### src/rtl/nts_tx_header_writer_pkg.sv
// rtl/nts_tx_header_writer_pkg.sv - shared constants, state encoding and mask helper for the NTS TX header writer
package nts_tx_header_writer_pkg;

  localparam int NTP_HEADER_BLOCKS = 6;
  localparam int NTP_OFS_IPV4      = 42;
  localparam int NTP_OFS_IPV6      = 62;

  typedef enum logic {
    ST_IDLE = 1'b0,
    ST_EMIT = 1'b1
  } state_t;

  // Byte mask for word k of a realigned header; bit7 is the lowest-address byte.
  function automatic logic [7:0] word_mask(input logic [2:0] shift, input logic [2:0] k);
    if (k == 3'd0) begin
      return 8'hFF >> shift;
    end else if (k == 3'd6) begin
      return ~(8'hFF >> shift);
    end else begin
      return 8'hFF;
    end
  endfunction

endpackage

### src/rtl/nts_tx_header_writer.sv
// rtl/nts_tx_header_writer.sv - stages six NTP header blocks and writes them byte-realigned into the TX buffer
module nts_tx_header_writer
  import nts_tx_header_writer_pkg::*;
#(
  parameter int ADDR_WIDTH = 8
) (
  input  logic                  i_clk,
  input  logic                  i_areset,
  input  logic                  i_clear,
  input  logic                  i_wr_en,
  input  logic [2:0]            i_block,
  input  logic [63:0]           i_data,
  input  logic                  i_start,
  input  logic [ADDR_WIDTH+2:0] i_byte_offset,
  output logic                  o_busy,
  output logic                  o_done,
  output logic                  o_error,
  output logic                  o_tx_write_en,
  input  logic                  i_tx_ready,
  output logic [ADDR_WIDTH-1:0] o_tx_addr,
  output logic [63:0]           o_tx_data,
  output logic [7:0]            o_tx_byte_mask
);

  localparam int HDR_BITS = 64 * NTP_HEADER_BLOCKS;

  state_t                  r_state;
  state_t                  w_state_nx;
  logic [HDR_BITS-1:0]     r_hdr;
  logic [HDR_BITS-1:0]     w_hdr_nx;
  logic [5:0]              r_valid;
  logic [5:0]              w_valid_nx;
  logic [ADDR_WIDTH-1:0]   r_word_addr;
  logic [ADDR_WIDTH-1:0]   w_word_addr_nx;
  logic [2:0]              r_shift;
  logic [2:0]              w_shift_nx;
  logic [2:0]              r_nwords;
  logic [2:0]              w_nwords_nx;
  logic [2:0]              r_k;
  logic [2:0]              w_k_nx;
  logic                    w_load_word;
  logic                    r_tx_write_en;
  logic                    w_tx_write_en_nx;
  logic                    r_done;
  logic                    w_done_nx;
  logic                    r_error;
  logic                    w_error_nx;
  logic [ADDR_WIDTH-1:0]   r_tx_addr;
  logic [63:0]             r_tx_data;
  logic [7:0]              r_tx_byte_mask;

  // Word k of ({slot0..slot5, 64'b0} >> 8*shift), taken from the top.
  function automatic logic [63:0] realign(input logic [HDR_BITS-1:0] hdr,
                                          input logic [2:0] shift,
                                          input logic [2:0] k);
    logic [HDR_BITS+63:0] w;
    w = {hdr, 64'b0} >> {shift, 3'b000};
    w = w << {k, 6'b000000};
    return w[HDR_BITS+63 -: 64];
  endfunction

  always_comb begin
    w_state_nx       = r_state;
    w_hdr_nx         = r_hdr;
    w_valid_nx       = r_valid;
    w_word_addr_nx   = r_word_addr;
    w_shift_nx       = r_shift;
    w_nwords_nx      = r_nwords;
    w_k_nx           = r_k;
    w_load_word      = 1'b0;
    w_tx_write_en_nx = r_tx_write_en;
    w_done_nx        = 1'b0;
    w_error_nx       = 1'b0;

    if (i_clear) begin
      w_state_nx       = ST_IDLE;
      w_valid_nx       = '0;
      w_tx_write_en_nx = 1'b0;
    end else begin
      case (r_state)
        ST_IDLE: begin
          if (i_wr_en) begin
            if (i_block < 3'(NTP_HEADER_BLOCKS)) begin
              for (int n = 0; n < NTP_HEADER_BLOCKS; n++) begin
                if (i_block == 3'(n)) begin
                  w_hdr_nx[HDR_BITS-1-64*n -: 64] = i_data;
                  w_valid_nx[n]                   = 1'b1;
                end
              end
            end else begin
              w_error_nx = 1'b1;
            end
          end
          // Acceptance looks only at r_valid so a same-cycle capture cannot complete the set.
          if (i_start) begin
            if (&r_valid) begin
              w_state_nx       = ST_EMIT;
              w_word_addr_nx   = i_byte_offset[ADDR_WIDTH+2:3];
              w_shift_nx       = i_byte_offset[2:0];
              w_nwords_nx      = (i_byte_offset[2:0] == 3'd0) ? 3'd6 : 3'd7;
              w_k_nx           = 3'd0;
              w_tx_write_en_nx = 1'b1;
              w_load_word      = 1'b1;
            end else begin
              w_error_nx = 1'b1;
            end
          end
        end
        ST_EMIT: begin
          if (i_wr_en) begin
            w_error_nx = 1'b1;
          end
          if (r_tx_write_en && i_tx_ready) begin
            if (r_k == r_nwords - 3'd1) begin
              w_state_nx       = ST_IDLE;
              w_valid_nx       = '0;
              w_tx_write_en_nx = 1'b0;
              w_done_nx        = 1'b1;
            end else begin
              w_k_nx      = r_k + 3'd1;
              w_load_word = 1'b1;
            end
          end
        end
        default: begin
          w_state_nx = ST_IDLE;
        end
      endcase
    end
  end

  always_ff @(posedge i_clk or posedge i_areset) begin
    if (i_areset) begin
      r_state <= ST_IDLE;
    end else begin
      r_state <= w_state_nx;
    end
  end

  always_ff @(posedge i_clk) begin
    r_hdr <= w_hdr_nx;
  end

  always_ff @(posedge i_clk or posedge i_areset) begin
    if (i_areset) begin
      r_valid        <= '0;
      r_word_addr    <= '0;
      r_shift        <= '0;
      r_nwords       <= '0;
      r_k            <= '0;
      r_tx_write_en  <= 1'b0;
      r_done         <= 1'b0;
      r_error        <= 1'b0;
      r_tx_addr      <= '0;
      r_tx_data      <= '0;
      r_tx_byte_mask <= '0;
    end else begin
      r_valid       <= w_valid_nx;
      r_word_addr   <= w_word_addr_nx;
      r_shift       <= w_shift_nx;
      r_nwords      <= w_nwords_nx;
      r_k           <= w_k_nx;
      r_tx_write_en <= w_tx_write_en_nx;
      r_done        <= w_done_nx;
      r_error       <= w_error_nx;
      if (w_load_word) begin
        r_tx_addr      <= w_word_addr_nx + {{(ADDR_WIDTH-3){1'b0}}, w_k_nx};
        r_tx_data      <= realign(w_hdr_nx, w_shift_nx, w_k_nx);
        r_tx_byte_mask <= word_mask(w_shift_nx, w_k_nx);
      end
    end
  end

  assign o_busy         = (r_state == ST_EMIT);
  assign o_done         = r_done;
  assign o_error        = r_error;
  assign o_tx_write_en  = r_tx_write_en;
  assign o_tx_addr      = r_tx_addr;
  assign o_tx_data      = r_tx_data;
  assign o_tx_byte_mask = r_tx_byte_mask;

endmodule

### config.mk
export PLATFORM = sky130hd
export DESIGN_NAME = nts_tx_header_writer
export DESIGN_NICKNAME = d
export VERILOG_FILES = /design/src/rtl/nts_tx_header_writer_pkg.sv /design/src/rtl/nts_tx_header_writer.sv
export SDC_FILE = /design/constraint.sdc
export NUM_CORES = 2
export LEC_CHECK = 0
export BUFFER_PORTS_ARGS = -buffer_cell sky130_fd_sc_hd__buf_2
export CAP_MARGIN = 20
export CORE_ASPECT_RATIO = 1.4
export CORE_UTILIZATION = 45
export CTS_BUF_LIST = sky130_fd_sc_hd__clkbuf_2
export CTS_CLUSTER_SIZE = 10
export DETAILED_ROUTE_END_ITERATION = 6
export GPL_ROUTABILITY_DRIVEN = 0
export PLACE_DENSITY = 0.62
export SLEW_MARGIN = 15
export SYNTH_ARGS = -nofsm -noshare
export SYNTH_HDL_FRONTEND = slang
export SYNTH_SLANG_ARGS = --single-unit
### constraint.sdc
create_clock -name i_clk -period 5.9 [get_ports i_clk]
set_input_delay 0 -clock i_clk [delete_from_list [all_inputs] [get_ports i_clk]]
set_output_delay 0 -clock i_clk [all_outputs]
set_load 0.03 [all_outputs]
==> results.cfg <==
[run_status]
outcome = complete, but fails checks
violations = design-rule violations

[clocking]
cts_tree = done
cts.sinks = 490
cts_root_buf = clkbuf_2
numCtsBuffers = 120
worstSkewPairLatency_ns = 1.36
cts.path.max_buffers = 3
clkTransAtPathRegs_ns = 0.12
htreeDepth = 3
postCtsSetupRepairBufs = 0

[hold_path]
hold_path_class = in2reg

[drt]
drt_iter0_markers = 3266
drc = 1
drt_pass1_iterations = 7
ant_nets = 0
via_per_inst = 6.10
routedWlPerCell_um = 25.3
routed_wl_um = 125000
vias = 30000

[sta]
finalHoldViolations = 0
fmax_mhz = 205
fin_skew_ns = 0.0800
slew_violations = 0
setup_tns_ns = 0
worst_pin_slew_ns = 1.08
post-route-period-util_pct = 82.8
fin_ws_ns = 1.02
slew_headroom_pct = 27.5
whs_ns = 0.0637
rsz0062_at_grt = false
setup_viol = 0
finalCriticalPeriod_ns = 4.88

[yosys]
async_flop_share_pct = 21.6
yosysSeqAreaShare_pct = 32.9
synth_cells = 3610
syn-mean-instance-area_um2 = 8.71
yosysWarnings = 0
synthFlopType = dfxtp_1
synth_edf_count = 0
syn_area_um2 = 31400
yosysTopAreaCell = mux2i_1
ys_types = 74
syn_nets = 3699
ys_ff_latch = 490
synth.top_cell.area_share_pct = 29.8
synth.area.top_cells = mux2i_1, dfxtp_1, dfrtp_1, nand2_1, inv_1

[power_and_ir_drop]
swShare_pct = 39.6
p_leak_uw = 0.0190
intPower_uw = 6290
clkPwrFrac_pct = 23.7
power.density_nw_per_um2 = 288
peakVddDrop_mv = 0.153
p_seq_share_pct = 40.4
p_switching_uw = 4120
power_frac_comb_pct = 36.0

[floorplanning]
core_um2 = 69000
design.die.area_um2 = 71000
rows = 114
boundaryPins = 168
start_util_pct = 45.5
die_h_um = 315
die_width_um = 225

[setup_path]
path_cells = ha_1 > xor2_1 > o311ai_0 > mux2_2 > inv_1 > nor2_1 > nand2_1 > a211o_1 > o311ai_0 > o32a_1
startpoint_type = flip-flop
cp.arrival_ns = 6.12
critical-path-slowest-cell = mux2_2
crit_path_max_fanout = 23
cp_slowest_stage_delay_ns = 0.77
worstSetupPathType = reg2reg
crit_top_cell = o311ai_0
end_kind = flip-flop
worstPathRequired_ns = 7.14

[cells_and_area]
utilization_pct = 52.3
fin_cells = 4923
final_common_cell = mux2i_1
nets = 3981
area_delta_synth_final_pct = 14.8
final_cell_mix = mux2i_1, nand2_1, dfxtp_1, inv_1, nor2_1
layout-drive-gt1-share_pct = 14.1

[global_route]
grt_pass1_vias = 29100
grt_max_degree = 154
track_usage_pct = 34.5
grt_overflow = 0
grt_pass1_wl_um = 183000
antenna_found_initial = 8

[placed_design]
place_inst = 4513
place_ws_ns = 1.32
port_buffers = 167
hpwl_um = 83900

[flow_run]
cap_violations = 0
per-stage QoR:
step | power, µW | cell area (µm²)
after detailed placement | 7790 | 33100
after CTS | 10300 | 36100
after global placement | 7730 | 33000
final | 10400 | 36100
after global routing | 10900 | 36100
after floorplan | 6650 | 31400
final cells by class:
| type | instances | area [µm²] |
|---|---|---|
| fillers | 6717 | 32900 |
| multi-input cells | 2474 | 18600 |
| flip-flops and latches | 490 | 10300 |
| repair buffers | 424 | 3350 |
| inverters | 382 | 1470 |
| well taps | 928 | 1160 |
| clock buffers | 171 | 856 |
| clock inverters | 45 | 297 |
| diodes | 9 | 22.5 |
power groups by stage:
| stage | combinational (µW) | sequential [µW] | clock [µW] |
|---|---|---|---|
| 2_1_floorplan | 2390 | 4270 | 0 |
| 3_3_place_gp | 3490 | 4240 | 0 |
| 3_5_place_dp | 3510 | 4270 | 0 |
| 4_1_cts | 3630 | 4200 | 2500 |
| 5_1_grt | 4010 | 4260 | 2670 |
| 6_report | 3740 | 4200 | 2460 |
critical path: cells and delay by family, from the launching register on:
family                     cells  cell delay, ns
adders and majority gates      1            0.31
buffers and inverters          1            0.54
DFF                            1            0.42
and+or+nand+nor                2            1.43
muxes                          1            0.77
xor gates and xnor gates       1            0.17
AOI/OAI and AO/OA              4            1.17
final timing paths:
check                            startpoint            end  slack [ns]  depth (start not counted)
min in group asynchronous          i_areset  o_tx_data[22]        0.50                          6
max in group asynchronous          i_areset   o_tx_data[7]        4.48                          6
hold / removal             i_byte_offset[1]     r_shift[1]        0.06                          4
setup / recovery                r_nwords[0]  o_tx_data[29]        1.02                         10
setup reg to reg                r_nwords[0]  o_tx_data[29]        1.02                         10
hold reg to reg                 r_nwords[1]    r_nwords[1]        0.47                          2
state kept, by name, summed over array words and instances (netlist names):
register	cells
o_busy	1
o_done	1
o_error	1
o_tx_addr	8
o_tx_byte_mask	8
o_tx_data	64
o_tx_write_en	1
r_hdr	384
r_k	3
r_nwords	2
r_shift	3
r_valid	6
r_word_addr	8
synthesized netlist by cell type (all sizes together), types with 6 or more instances:
cell,instances
a211oi,71
a21oi,130
a221oi,16
a22oi,11
a311oi,9
a31oi,47
a32oi,10
and2,7
and3,21
buf,156
clkbuf,108
dfrtp,106
dfxtp,384
inv,381
mux2,86
mux2i,937
mux4,19
nand2,419
nand3,71
nand4,6
nor2,196
nor2b,8
nor3,27
nor4,9
o2111ai,13
o211ai,46
o21ai,110
o221ai,16
o22a,12
o22ai,53
o311ai,7
o32a,19
o32ai,8
or3,7
or4,8
xnor2,7
what timing repair did:
item | 4_1_cts | 5_1_grt
hold buffers | 185 | 0
resized for setup | 0 | 0
endpoints found under the hold margin | 594 | 0
setup endpoints to repair | 0 | 0
cell families after synthesis:
group                    share of synthesized area [%]
AND/OR/NAND/NOR                                   10.5
multiplexers                                      34.3
AO/OA/AOI/OAI                                     13.4
buffers and inverters                             8.40
XOR/XNOR                                         0.279
flip-flops                                        32.9
adder cells (fa/ha/maj)                          0.231
per-layer routing:
metal | vias up | track usage (%) | share of wire (%)
met4 | 6 | 24.2 | 7.8
met1 | 14200 | 40.4 | 38
met3 | 577 | 8.65 | 9.3
met2 | 1852 | 55.1 | 45
li1 | 13400 | - | -
met5 | - | 0.480 | 0.063
No activity file was read; power rests on OpenSTA's default activity.
